$ cat src/rtl/bus_timer_pkg.sv
// Shared definitions for the bus timer: register offsets, CTRL field positions,
// mode codes and FSM state encodings.
package bus_timer_pkg;

  localparam logic [1:0] TIMER_CTRL   = 2'd0;
  localparam logic [1:0] TIMER_PRESET = 2'd1;
  localparam logic [1:0] TIMER_COUNT  = 2'd2;

  localparam int CTRL_EN      = 0;
  localparam int CTRL_MODE_LO = 1;
  localparam int CTRL_MODE_HI = 2;
  localparam int CTRL_IM      = 3;

  // Mode codes 1x are reserved and fall through to one-shot behaviour.
  localparam logic [1:0] MODE_ONESHOT = 2'b00;
  localparam logic [1:0] MODE_RELOAD  = 2'b01;

  typedef enum logic [1:0] {
    TIMER_IDLE = 2'd0,
    TIMER_LOAD = 2'd1,
    TIMER_CNT  = 2'd2,
    TIMER_INT  = 2'd3
  } timer_state_e;

endpackage

$ cat src/rtl/bus_timer_if.sv
// Processor-bus view of the timer: word address, write strobe, data both ways, IRQ.
interface bus_timer_if #(
  parameter int DATA_W = 32
);
  // No valid/ready: We is a one-cycle write strobe already qualified by the
  // upstream device select; reads are combinational on Addr with no strobe.
  logic [1:0]        Addr;
  logic              We;
  logic [DATA_W-1:0] DIn;
  logic [DATA_W-1:0] DOut;
  logic              IRQ;

  modport master (output Addr, output We, output DIn, input DOut, input IRQ);
  modport slave  (input Addr, input We, input DIn, output DOut, output IRQ);
endinterface

$ cat src/rtl/bus_timer.sv
// Programmable down-counting timer with one-shot sticky and auto-reload pulse
// interrupt modes, exposed as three word registers on the processor bus.
module bus_timer
  import bus_timer_pkg::*;
#(
  parameter int DATA_W = 32,
  parameter int CTRL_W = 4
) (
  input  logic        clk,
  input  logic        rst,
  bus_timer_if.slave  bus,
  output logic [1:0]  dbg_state
);

  timer_state_e      state_q, state_d;
  logic [CTRL_W-1:0] ctrl_q, ctrl_d, ctrl_eff;
  logic [DATA_W-1:0] preset_q, preset_d;
  logic [DATA_W-1:0] count_q, count_d;
  logic              pending_q, pending_d;
  logic              irq_q, irq_d;
  logic              ctrl_wr, preset_wr, en_eff, reload_eff;

  assign ctrl_wr   = bus.We && (bus.Addr == TIMER_CTRL);
  assign preset_wr = bus.We && (bus.Addr == TIMER_PRESET);

  // A CTRL write in the same cycle overrides the stored fields, so the FSM
  // decides on the value being written rather than the stale one.
  assign ctrl_eff   = ctrl_wr ? bus.DIn[CTRL_W-1:0] : ctrl_q;
  assign en_eff     = ctrl_eff[CTRL_EN];
  assign reload_eff = (ctrl_eff[CTRL_MODE_HI:CTRL_MODE_LO] == MODE_RELOAD);

  always_comb begin
    state_d   = state_q;
    count_d   = count_q;
    ctrl_d    = ctrl_eff;
    preset_d  = preset_wr ? bus.DIn : preset_q;
    pending_d = pending_q & ~ctrl_wr;
    case (state_q)
      TIMER_IDLE: begin
        if (en_eff) state_d = TIMER_LOAD;
      end
      TIMER_LOAD: begin
        if (reload_eff) pending_d = 1'b0;
        if (!en_eff) begin
          state_d = TIMER_IDLE;
        end else begin
          count_d = preset_q;
          state_d = TIMER_CNT;
        end
      end
      TIMER_CNT: begin
        if (!en_eff)                state_d = TIMER_IDLE;
        else if (count_q == '0)     state_d = TIMER_INT;
        else                        count_d = count_q - DATA_W'(1);
      end
      TIMER_INT: begin
        if (ctrl_wr) begin
          state_d = en_eff ? TIMER_LOAD : TIMER_IDLE;
        end else begin
          pending_d = 1'b1;
          if (reload_eff) begin
            state_d = TIMER_LOAD;
          end else begin
            ctrl_d[CTRL_EN] = 1'b0;
            state_d         = TIMER_IDLE;
          end
        end
      end
      default: state_d = TIMER_IDLE;
    endcase
    irq_d = pending_d & ctrl_d[CTRL_IM];
  end

  always_ff @(posedge clk or negedge rst) begin
    if (!rst) begin
      state_q   <= TIMER_IDLE;
      ctrl_q    <= '0;
      preset_q  <= '0;
      count_q   <= '0;
      pending_q <= 1'b0;
      irq_q     <= 1'b0;
    end else begin
      state_q   <= state_d;
      ctrl_q    <= ctrl_d;
      preset_q  <= preset_d;
      count_q   <= count_d;
      pending_q <= pending_d;
      irq_q     <= irq_d;
    end
  end

  always_comb begin
    bus.DOut = '0;
    case (bus.Addr)
      TIMER_CTRL:   bus.DOut[CTRL_W-1:0] = ctrl_q;
      TIMER_PRESET: bus.DOut = preset_q;
      TIMER_COUNT:  bus.DOut = count_q;
      default:      bus.DOut = '0;
    endcase
  end

  assign bus.IRQ   = irq_q;
  assign dbg_state = state_q;

endmodule

$ cat src/flat_wrapper.sv
// flat-port wrapper written by rule: the top's interface ports become plain ports
module bus_timer_flat import bus_timer_pkg::*;
#(
  parameter int DATA_W = 32,
  parameter int CTRL_W = 4
)
  (clk, rst, dbg_state, bus_Addr, bus_We, bus_DIn, bus_DOut, bus_IRQ);
  bus_timer_if #(.DATA_W(DATA_W)) bus_i ();
  input  logic clk;
  input  logic rst;
  output logic [1:0] dbg_state;
  input wire logic [$bits(bus_i.Addr)-1:0] bus_Addr;
  input wire logic [$bits(bus_i.We)-1:0] bus_We;
  input wire logic [$bits(bus_i.DIn)-1:0] bus_DIn;
  output wire logic [$bits(bus_i.DOut)-1:0] bus_DOut;
  output wire logic [$bits(bus_i.IRQ)-1:0] bus_IRQ;
  assign bus_i.Addr = bus_Addr;
  assign bus_i.We = bus_We;
  assign bus_i.DIn = bus_DIn;
  assign bus_DOut = bus_i.DOut;
  assign bus_IRQ = bus_i.IRQ;
  bus_timer #(.DATA_W(DATA_W), .CTRL_W(CTRL_W)) u_core (.clk(clk), .rst(rst), .bus(bus_i), .dbg_state(dbg_state));
endmodule
$ cat config.mk
export PLATFORM = sky130hd
export DESIGN_NAME = bus_timer_flat
export DESIGN_NICKNAME = d
export VERILOG_FILES = /design/src/rtl/bus_timer_pkg.sv /design/src/rtl/bus_timer_if.sv /design/src/rtl/bus_timer.sv /design/src/flat_wrapper.sv
export SDC_FILE = /design/constraint.sdc
export NUM_CORES = 1
export LEC_CHECK = 0
export BUFFER_PORTS_ARGS = -buffer_cell sky130_fd_sc_hd__buf_2
export CORE_MARGIN = 2
export CORE_UTILIZATION = 55
export DETAILED_ROUTE_END_ITERATION = 6
export PLACE_DENSITY = 0.78
export SYNTH_ARGS = -nofsm -noshare
export SYNTH_HDL_FRONTEND = slang
export SYNTH_SLANG_ARGS = --single-unit
$ cat constraint.sdc
create_clock -name clk -period 2.3 [get_ports clk]
set_input_delay 0.575 -clock clk [delete_from_list [all_inputs] [get_ports clk]]
set_output_delay 0.575 -clock clk [all_outputs]
set_load 0.02 [all_outputs]
Word-level counts from Yosys, hierarchy flattened
Cells that the tools add are included.

cells by class
  equality and inequality tests = 11
  reduce and logical (&&, ||, !) cells = 8
  bitwise logic cells = 3
  multiplexer cells = 21
  add/subtract/negate cells = 1

operator list
  kind                   number
  $mux 32                3
  $pmux 32 s2            1
  $pmux 28 s2            1
  $logic_not 32->1       1
  $sub 32x1->32 const B  1
  $pmux 4 s3             1
  $mux 2                 5
  $pmux 2 s4             1
  $mux 1                 7
  $eq 2x1->1 const B     3
  $eq 2x2->1 const B     3
  $ne 2x1->1 const B     3
  $logic_not 2->1        2
  $mux 4                 1
  $reduce_and 4->1       1
  $ne 3x3->1 const B     1
  $and 1x1->1            2
  $logic_and 1x1->1      2
  $ne 2x2->1 const B     1
  $pmux 1 s2             1
  $reduce_and 2->1       1
  $reduce_bool 2->1      1
  $not 1->1              1

word-level totals
  register bits after elaboration = 72
  logic and storage cells = 50
  input bits = 37
  output and inout bits = 35

Depth between registers and ports, before layout
Gate-level depths: netlist of the first run.

  depth in word-level cells = 7
  mapped depth = 10
  gate-level depth less buffers = 8

Worst setup path after synthesis of the first run
Ideal clock, no wire load.

  path type = input to output
  start point = in bus_Addr[1]
  end point = out bus_DOut[3]
  cell stages on the path = 6
  arrival time = 1.649 ns
  path slack = 0.076 ns
  data required time = 1.725 ns
  buffers on the path = 2
  path through = inv_1 -> ha_1 -> clkbuf_1 -> clkbuf_1 -> a222oi_1 -> nor2_1

between the ends
  cells in the longest elaborated chain, start to end = 2

ends and longest elaborated chain
  element                                   RTL line            RTL
  start: declaration                        flat_wrapper.sv:12  input wire logic [$bits(bus_i.Addr)-1:0] bus_Addr;
  $eq 2x2->1, or another cell as far along  bus_timer.sv:94     case (bus.Addr)
  $pmux 4 s3 *                              bus_timer.sv:94
  end: declaration                          flat_wrapper.sv:15  output wire logic [$bits(bus_i.DOut)-1:0] bus_DOut;

Mark *: on every way between the ends. The rest lies on a longest branch, timed or not.

Worst setup path in the final report of the first run
  start point = in bus_Addr[0]
  end point = out bus_DOut[3]

Same word-level chain as after synthesis.

==> metrics.cfg, run 1 <==
[timing]
max_freq_mhz = 449
slew_violations = 0
fin_crit_ns = 2.23
skew_ns = 0.0110
final.setup.worst_slack_ns = 0.0710
setup_viol = 0
slew_headroom = 0.552
finalCritPeriodShare = 0.969
tightestPinTransition_ns = 0.673
hold_violations = 0

[placement]
port_buffers = 71
hpwl_um = 8540
place_congestion = 0.965
dp_worst_setup_slack_ns = -0.0520
dp_cells = 629

[critical_path]
slowest_stage = a222oi_1
cp.required_ns = 1.73
end_kind = output port
critPathKind = primary input to output port
cp.arrival_ns = 1.65
cpPeakStageDelay_ns = 0.33
startpoint_type = primary input
crit_path_cell_trace = clkbuf_4 > inv_2 > ha_4 > buf_12 > a222oi_1 > nor2_1 > buf_2
cp_max_fo = 15

[logic_synthesis]
synth_edf_count = 0
synth_top_family_by_area = compound AO/OA/AOI/OAI gates
yosys.area_share.xor_xnor = 0
synth_compound_area_frac = 0.227
yosysSeqAreaShare = 0.409
synthCells = 447
synth_top_area_frac = 0.409
synth_fa_ha_area_frac = 0.0142
ys.flop_type = dfrtp_1
synth_seq_cells = 72
synth-simple-area-share = 0.202
avgSynthCellArea_um2 = 9.85
synth_area_leader_cell = dfrtp_1
synth_area_um2 = 4400
synth_area_leaders = dfrtp_1 41%, mux2_2 8.7%, a22oi_1 5.1%
syn_nets = 489
ys_warn_count = 0
async_flop_share = 1.00
synth_cell_types = 67
muxShareOfSynthArea = 0.0893

[clock_network]
cts_made_buffers = 9
cts_setup_buffers = 0
cts_sinks = 72
clkTransAtPathRegs_ns = 0.08
cts_root_buf = clkbuf_8
ctsHoldBuffers = 0
clkLatencyLatePin_ns = 0.35
htree_levels = 3
cts_tree = built
clk_path_buf_depth = 2

[final_layout]
fin_cells = 645
diodes = 0
final_nets = 580
drive_above_1_share = 0.359
fill_cells = 607
area_growth_pct = 21.1
layout_common_cells = 72 x dfrtp_1, 69 x buf_2, 43 x buf_4
final_common_cell = dfrtp_1

[detailed_routing]
dr.pass1.iters = 5
drc = 0
num_vias = 4131
totalWireLength_um = 12000
vias_per_cell = 6.40
drt-wirelength-per-cell_um = 18.6
drt_iter0_drc = 345
drtAntennaViolNets = 0

[power]
power_leakage_nw = 2.26
irDropWorstVdd_uv = 452
p_per_area_nw_per_um2 = 1020

[global_route]
track_usage = 0.287
grt_pass1_vias = 3994
overflow = 0
grt_pass1_wl_um = 19800
grt_max_degree = 27
antenna_found_initial = 0

[die]
start_util = 0.570
core_um2 = 7730
dieArea_um2 = 8730
rows = 32
die_w_um = 93.5
die_h_um = 93.5
io_pins = 72

[run]
drv_cap = 0

[outcome]
outcome = complete, no violations

[worst_hold_path]
hold_path_class = primary input to asynchronous set/reset pin

synthesized netlist by cell type, types with 3 or more instances:
cell type / count
mux2_2: 34
a21oi_1: 25
buf_6: 6
nor3_1: 7
o31ai_1: 8
nand4_1: 7
or4_4: 3
nor4_1: 12
dfrtp_1: 72
nor2_1: 23
nand2_1: 24
clkbuf_1: 22
a222oi_1: 4
buf_1: 3
o21ai_0: 25
o22ai_1: 3
o2bb2ai_1: 5
o211ai_1: 3
inv_1: 8
o32ai_1: 6
o22a_1: 3
clkbuf_8: 3
nand3_1: 7
a22o_2: 3
a22oi_1: 30
a31oi_1: 10
or3_1: 5
ha_1: 5
nor2b_1: 28
or4_1: 5
state kept, by name, indices dropped and copies added, names as in the netlist:
register and flops:
u_core.pending_q 1, u_core.ctrl_q 4, u_core.dbg_state 2, u_core.preset_q 32, u_core.count_q 32, u_core.bus.IRQ 1
power by group:
group	internal, mW	switching, mW
clock network	0.641	0.483
logic	0.972	1.19
registers	1.68	0.481
cell families (layout without fill, tap and decap cells):
kind of cell | Yosys count | after routing
flops | 72 | 72
compound gates | 143 | 143
fa+ha+maj | 5 | 5
simple gates | 146 | 146
buf+inv | 46 | 142
mux | 35 | 35
worst paths after layout:
path / from / depth (start not counted) / slack [ns] / endpoint
min in group clk: bus_DIn[18] / 2 / 0.45 / u_core.preset_q[18]$_DFFE_PN0P_
max in group asynchronous: rst / 2 / 1.47 / u_core.count_q[25]$_DFFE_PN0P_
setup / recovery: bus_Addr[0] / 7 / 0.07 / bus_DOut[3]
hold / removal: rst / 1 / 0.25 / u_core.bus.IRQ$_DFF_PN0_
hold reg to reg: u_core.ctrl_q[3]$_DFF_PN0_ / 1 / 0.53 / u_core.bus.IRQ$_DFF_PN0_
setup reg to reg: u_core.count_q[1]$_DFFE_PN0P_ / 8 / 0.08 / u_core.count_q[30]$_DFFE_PN0P_
metrics by stage:
stage | utilization | power [mW] | hold WS, ns | setup TNS (ns) | cell area, um2
after floorplan | - | 3.52 | 0.279 | 0 | 4400
after global placement | 0.655 | 4.18 | 0.493 | 0 | 5060
after detailed placement | 0.655 | 4.26 | 0.496 | -0.247 | 5060
after CTS | 0.682 | 5.38 | 0.266 | 0 | 5270
after global routing | 0.690 | 5.75 | 0.291 | -0.0211 | 5330
final | 0.690 | 5.44 | 0.251 | 0 | 5330
worst max-delay path, delay by kind of cell:
family,cells,cell delay [ns]
adders and majority gates,1,0.16
and+or+nand+nor,1,0.07
buffers and inverters,4,0.51
AOI/OAI and AO/OA,1,0.33
per-layer routing:
layer  track usage  routed length [um]
met5             0                   0
met3        0.0322                 722
met2         0.456                5750
met1         0.408                5320
met4         0.103                 203
area by class of cell:
cell class,instances,area [um2],area share
inverters,8,30.0,0.00563
well taps,102,128,0.0239
clock buffers,13,149,0.0279
clock inverters,3,65.1,0.0122
repair buffers,118,767,0.144
multi-input cells,329,2390,0.448
flip-flops and latches,72,1800,0.338
timing repair:
action | 4_1_cts | 5_1_grt
setup endpoints to repair | 0 | 41
hold endpoints to repair | 0 | 0
gates resized for setup | 0 | 15
No activity file was read; power rests on OpenSTA's default activity.
==> run 2, diff against run 1 <==
Settings changed: SKIP_LAST_GASP set to 1.
Clock period 2.3 ns to 2.33 ns, I/O delays scaled along.
==> run 2 against run 1 <==
Clock power down 28%. Largest cell class unchanged. First-iteration DRC count increased by 34%. Combinational power is essentially flat. Critical endpoint is now bus_DOut[1].
==> metrics.cfg, run 2 (synthesis gave the netlist of run 1 again) <==
[outcome]
outcome = complete, no violations  ; unchanged

[detailed_routing]
drt-wirelength-per-cell_um = 18.1  ; was 18.6 um
drt_iter0_drc = 461  ; was 345
drtAntennaViolNets = 0  ; unchanged
vias_per_cell = 6.36  ; was 6.40
totalWireLength_um = 11700  ; was 12,000 um
dr_wl_met2_um = 5480  ; was 5750 um
top_layer_used = met4  ; unchanged
dr_wl_met3_um = 764  ; was 722 um
m1WireLength_um = 5190  ; was 5320 um
num_vias = 4103  ; was 4,131
dr.pass1.iters = 7  ; was 5
drc = 0  ; unchanged

[timing]
final.setup.worst_slack_ns = 0.0919  ; was 0.0710 ns
finalCritPeriodShare = 0.961
fin_crit_ns = 2.24
skew_ns = 0.00488  ; was 0.0110 ns
tightestPinTransition_ns = 0.679  ; was 0.673 ns
max_freq_mhz = 447
slew_headroom = 0.547  ; was 0.552
finalSetupTns_ns = 0  ; unchanged
slew_violations = 0  ; unchanged
setup_viol = 0  ; unchanged
hold_violations = 0  ; unchanged

[die]
start_util = 0.570  ; unchanged
die_h_um = 93.5  ; unchanged
dieArea_um2 = 8730  ; unchanged
core_um2 = 7730  ; unchanged
rows = 32  ; unchanged
io_pins = 72  ; unchanged
die_w_um = 93.5  ; unchanged

[power]
pwr-share-comb = 0.422  ; was 0.397
seqPwrFrac = 0.419  ; was 0.396
irDropWorstVdd_uv = 487  ; was 452 uV
power_leakage_nw = 2.24  ; was 2.26 nW
internal-power_mw = 2.99  ; was 3.29 mW
clkPwrFrac = 0.159  ; was 0.207
p_per_area_nw_per_um2 = 966  ; was 1020 nW/um2
sw_frac_of_total = 0.409  ; was 0.396
power_switching_mw = 2.07  ; was 2.15 mW

[global_route]
track_usage = 0.285  ; was 0.287
grt_max_degree = 27  ; unchanged
overflow = 0  ; unchanged
antenna_found_initial = 0  ; unchanged
grt_pass1_vias = 3975  ; was 3,994
grt_pass1_wl_um = 19700  ; was 19,800 um

[final_layout]
layout_common_cells = 72 x dfrtp_1, 71 x buf_2, 45 x buf_4  ; was 72 x dfrtp_1, 69 x buf_2, 43 x buf_4
fin_util = 0.677  ; was 0.690
final_nets = 583  ; was 580
top_regs = u_core.count_q (32), u_core.preset_q (32), u_core.ctrl_q (4)  ; unchanged
drive_above_1_share = 0.352  ; was 0.359
area_growth_pct = 18.9  ; was 21.1%
register_area_um2 = 1800  ; unchanged
multi_input_area_um2 = 2350  ; was 2390 um2
final_common_cell = dfrtp_1  ; unchanged
diodes = 0  ; unchanged
fill_cells = 637  ; was 607

[clock_network]
cts_made_buffers = 9  ; unchanged
cts_sinks = 72  ; unchanged
clk_path_buf_depth = 2  ; unchanged
cts_root_buf = clkbuf_8  ; unchanged
htree_levels = 3  ; unchanged
cts_setup_buffers = 0  ; unchanged
clkLatencyLatePin_ns = 0.35  ; about the same
clkTransAtPathRegs_ns = 0.07  ; was 0.08 ns
cts_tree = built  ; unchanged

[critical_path]
cp_max_fo = 14  ; was 15
cpPeakStageDelay_ns = 0.28  ; was 0.33 ns
cp.required_ns = 1.75  ; was 1.73 ns
startpoint_type = primary input  ; unchanged
critPathBufInv = 4  ; unchanged
cp_top_family = buffers and inverters  ; unchanged
slowest_stage = a222oi_1  ; unchanged
cp.arrival_ns = 1.66  ; was 1.65 ns
cpMostUsedCell = buf_2
crit_path_cell_trace = buf_2 > inv_1 > ha_2 > buf_12 > a222oi_1 > nor2_1 > buf_2  ; was clkbuf_4 > inv_2 > ha_4 > buf_12 > a222oi_1 > nor2_1 > buf_2
end_kind = output port  ; unchanged
critPathKind = primary input to output port  ; unchanged

[placement]
hpwl_um = 8540  ; about the same
place_congestion = 0.971  ; was 0.965
port_buffers = 71  ; unchanged
dp_worst_setup_slack_ns = 0.0267  ; was -0.0520 ns

[worst_hold_path]
hold_path_class = primary input to asynchronous set/reset pin  ; unchanged

[run]
drv_cap = 0  ; unchanged

[run 2: stage by stage]
stage	power [mW]	area, um2	hold slack [ns]	std cells
after global placement	4.14	5080	0.494	632
after detailed placement	4.21	5080	0.496	632
final	5.06	5240	0.252	645
after CTS	5.02	5220	0.269	645
after floorplan	3.47	4400	0.287	447
after global routing	5.38	5240	0.291	645
[run 2: timing repair]
item | in CTS | in global routing
hold buffers | 0 | 0
gates resized for setup | 0 | 5
setup endpoints to repair | 0 | 41
[run 2: path summary, 6_finish.rpt]
| check | start | endpoint | slack (ns) | cells after the start |
|---|---|---|---|---|
| setup / recovery | bus_Addr[0] | bus_DOut[1] | 0.09 | 7 |
| hold / removal | rst | u_core.ctrl_q[3]$_DFF_PN0_ | 0.25 | 1 |
| setup reg to reg | u_core.count_q[1]$_DFFE_PN0P_ | u_core.count_q[30]$_DFFE_PN0P_ | 0.14 | 7 |
| hold reg to reg | u_core.ctrl_q[3]$_DFF_PN0_ | u_core.bus.IRQ$_DFF_PN0_ | 0.53 | 1 |
| max in group asynchronous | rst | u_core.count_q[24]$_DFFE_PN0P_ | 1.51 | 2 |
| min in group clk | bus_DIn[22] | u_core.preset_q[22]$_DFFE_PN0P_ | 0.46 | 2 |
[run 2: power by group through the flow]
stage,clock (mW),sequential [mW],combinational [mW]
6_report,0.802,2.12,2.13
5_1_grt,0.868,2.18,2.34
4_1_cts,0.814,2.10,2.11
3_5_place_dp,0,2.12,2.09
3_3_place_gp,0,2.10,2.04
2_1_floorplan,0,2.04,1.43
[run 2: cell type report]
| class | count | area share |
|---|---|---|
| Multi-Input combinational cell | 329 | 0.449 |
| Sequential cell | 72 | 0.344 |
| Timing Repair Buffer | 121 | 0.150 |
| Clock buffer | 11 | 0.0251 |
| Tap cell | 102 | 0.0244 |
| Inverter | 8 | 0.00574 |
| Clock inverter | 2 | 0.00191 |
[run 2: layer usage]
metal  up-vias  track usage
met5         -            0
met4         0        0.105
met3        21       0.0411
met2       189        0.449
met1      2000        0.401
li1       1893            -
==> run 3, diff against run 2 <==
Settings changed: GPL_TIMING_DRIVEN set to 1, MAX_ROUTING_LAYER set to met4, TNS_END_PERCENT set to 20.
==> run 3 against run 2 <==
First-iteration DRC count is 43% lower. Routed wire length is 2.4% higher. Worst hold slack worse by 0.0024 ns. Critical endpoint is now bus_DOut[5].
==> metrics.cfg, run 3 (synthesis gave the netlist of run 1 again) <==
[power]
pwr-share-comb = 0.401  ; was 0.422
internal-power_mw = 3.16  ; was 2.99 mW
power_switching_mw = 2.11  ; was 2.07 mW
sw_frac_of_total = 0.400  ; was 0.409
clkPwrFrac = 0.197  ; was 0.159
irDropWorstVdd_uv = 514  ; was 487 uV
power_leakage_nw = 2.25  ; was 2.24 nW
total_power_mw = 5.28  ; was 5.06 mW
seqPwrFrac = 0.402  ; was 0.419
p_per_area_nw_per_um2 = 998  ; was 966 nW/um2

[timing]
final.setup.worst_slack_ns = 0.0580  ; was 0.0919 ns
hold_violations = 0  ; unchanged
slew_headroom = 0.563  ; was 0.547
max_freq_mhz = 440  ; was 447 MHz
fin_crit_ns = 2.27  ; was 2.24 ns
tightestPinTransition_ns = 0.656  ; was 0.679 ns
finalCritPeriodShare = 0.975  ; was 0.961
timing.hold.ws_ns = 0.250  ; was 0.252 ns
setup_viol = 0  ; unchanged
finalSetupTns_ns = 0  ; unchanged
rsz0062_at_grt = true
skew_ns = 0.0122  ; was 0.00488 ns
slew_violations = 0  ; unchanged

[critical_path]
startpoint_type = primary input  ; unchanged
critPathBufInv = 4  ; unchanged
crit_path_cell_trace = buf_2 > inv_1 > ha_2 > buf_4 > a22oi_1 > nor2b_1 > buf_2  ; was buf_2 > inv_1 > ha_2 > buf_12 > a222oi_1 > nor2_1 > buf_2
cp_top_family = buffers and inverters  ; unchanged
r2r_cells = 8  ; was 7
cp.required_ns = 1.75  ; about the same
cpMostUsedCell = buf_2  ; unchanged
r2r_start = u_core.count_q[1]$_DFFE_PN0P_  ; unchanged
worstReg2RegEnd = u_core.count_q[1]$_DFFE_PN0P_  ; was u_core.count_q[30]$_DFFE_PN0P_
cp_max_fo = 17  ; was 14
cp.arrival_ns = 1.69  ; was 1.66 ns
cpPeakStageDelay_ns = 0.23  ; was 0.28 ns
timing.reg2reg.setup_slack_ns = 0.09  ; was 0.14 ns
slowest_stage = buf_4  ; was a222oi_1
critPathKind = primary input to output port  ; unchanged
end_kind = output port  ; unchanged

[global_route]
grt_pass1_wl_um = 19800  ; was 19,700 um
grt_max_degree = 45  ; was 27
track_usage = 0.295  ; was 0.285
antenna_found_initial = 0  ; unchanged
overflow = 0  ; unchanged
grt_pass1_vias = 3971  ; was 3,975

[detailed_routing]
drt-wirelength-per-cell_um = 18.5  ; was 18.1 um
drt_iter0_drc = 265  ; was 461
num_vias = 4105  ; was 4,103
vias_per_cell = 6.37  ; was 6.36
totalWireLength_um = 11900  ; was 11,700 um
dr.pass1.iters = 7  ; unchanged
drtAntennaViolNets = 0  ; unchanged
drc = 0  ; unchanged

[final_layout]
fin_area_um2 = 5290  ; was 5240 um2
fill_cells = 624  ; was 637
area_growth_pct = 20.1  ; was 18.9%
fin_util = 0.684  ; was 0.677
multi_input_area_um2 = 2360  ; was 2350 um2
drive_above_1_share = 0.356  ; was 0.352
final_common_cell = dfrtp_1  ; unchanged
diodes = 0  ; unchanged
register_area_um2 = 1800  ; unchanged
layout_common_cells = 72 x dfrtp_1, 70 x buf_2, 43 x buf_4  ; was 72 x dfrtp_1, 71 x buf_2, 45 x buf_4
final_nets = 579  ; was 583
fin_cells = 644  ; was 645
top_regs = u_core.count_q (32), u_core.preset_q (32), u_core.ctrl_q (4)  ; unchanged

[die]
die_h_um = 93.5  ; unchanged
core_um2 = 7730  ; unchanged
rows = 32  ; unchanged
dieArea_um2 = 8730  ; unchanged
io_pins = 72  ; unchanged
die_w_um = 93.5  ; unchanged
start_util = 0.570  ; unchanged

[placement]
port_buffers = 71  ; unchanged
hpwl_um = 8500  ; was 8540 um
dp_cells = 628  ; was 632
place_congestion = 1.06  ; was 0.971
dp_worst_setup_slack_ns = -0.0163  ; was 0.0267 ns
dpl_cell_area_um2 = 5050  ; was 5080 um2

[worst_hold_path]
hold_path_class = primary input to asynchronous set/reset pin  ; unchanged

[clock_network]
cts_setup_buffers = 0  ; unchanged
cts_sinks = 72  ; unchanged
ctsHoldBuffers = 0  ; unchanged
clkLatencyLatePin_ns = 0.36  ; was 0.35 ns
clk_path_buf_depth = 2  ; unchanged
ctsResizeCount = 0  ; unchanged
cts_tree = built  ; unchanged
clkTransAtPathRegs_ns = 0.08  ; was 0.07 ns
cts_made_buffers = 9  ; unchanged
cts_root_buf = clkbuf_8  ; unchanged
htree_levels = 3  ; unchanged

[outcome]
outcome = complete, no violations  ; unchanged

[run]
drv_cap = 0  ; unchanged

[run 3: routing by layer]
metal,track usage,part of all wire,up-vias
li1,-,-,1892
met1,0.405,0.43,2006
met2,0.442,0.48,185
met3,0.0419,0.066,22
met4,0.120,0.017,0
met5,-,0,-
[run 3: power groups by stage]
stage	combinational, mW	sequential, mW	clock, mW
final	2.11	2.12	1.04
after global routing	2.31	2.18	1.09
after CTS	2.09	2.10	1.05
after detailed placement	2.07	2.13	0
after global placement	2.02	2.10	0
after floorplan	1.43	2.04	0
[run 3: worst max path at each step]
stage,startpoint,to,slack [ns],cells after the start
floorplan,bus_Addr[1],bus_DOut[3],0.09,6
global placement,bus_Addr[0],bus_DOut[0],0.08,7
detailed placement,bus_Addr[0],u_core.count_q[9]$_DFFE_PN0P_,-0.02,9
CTS,bus_Addr[0],bus_DOut[1],0.04,7
global route,u_core.count_q[1]$_DFFE_PN0P_,u_core.count_q[1]$_DFFE_PN0P_,-0.02,8
finish,bus_Addr[1],bus_DOut[5],0.06,7
[run 3: final cells by class]
type                    count  area share
well taps                 102      0.0241
inverters                   8     0.00568
clock inverters             4     0.00994
flip-flops and latches     72       0.341
repair buffers            117       0.143
multi-input cells         329       0.447
clock buffers              12      0.0294
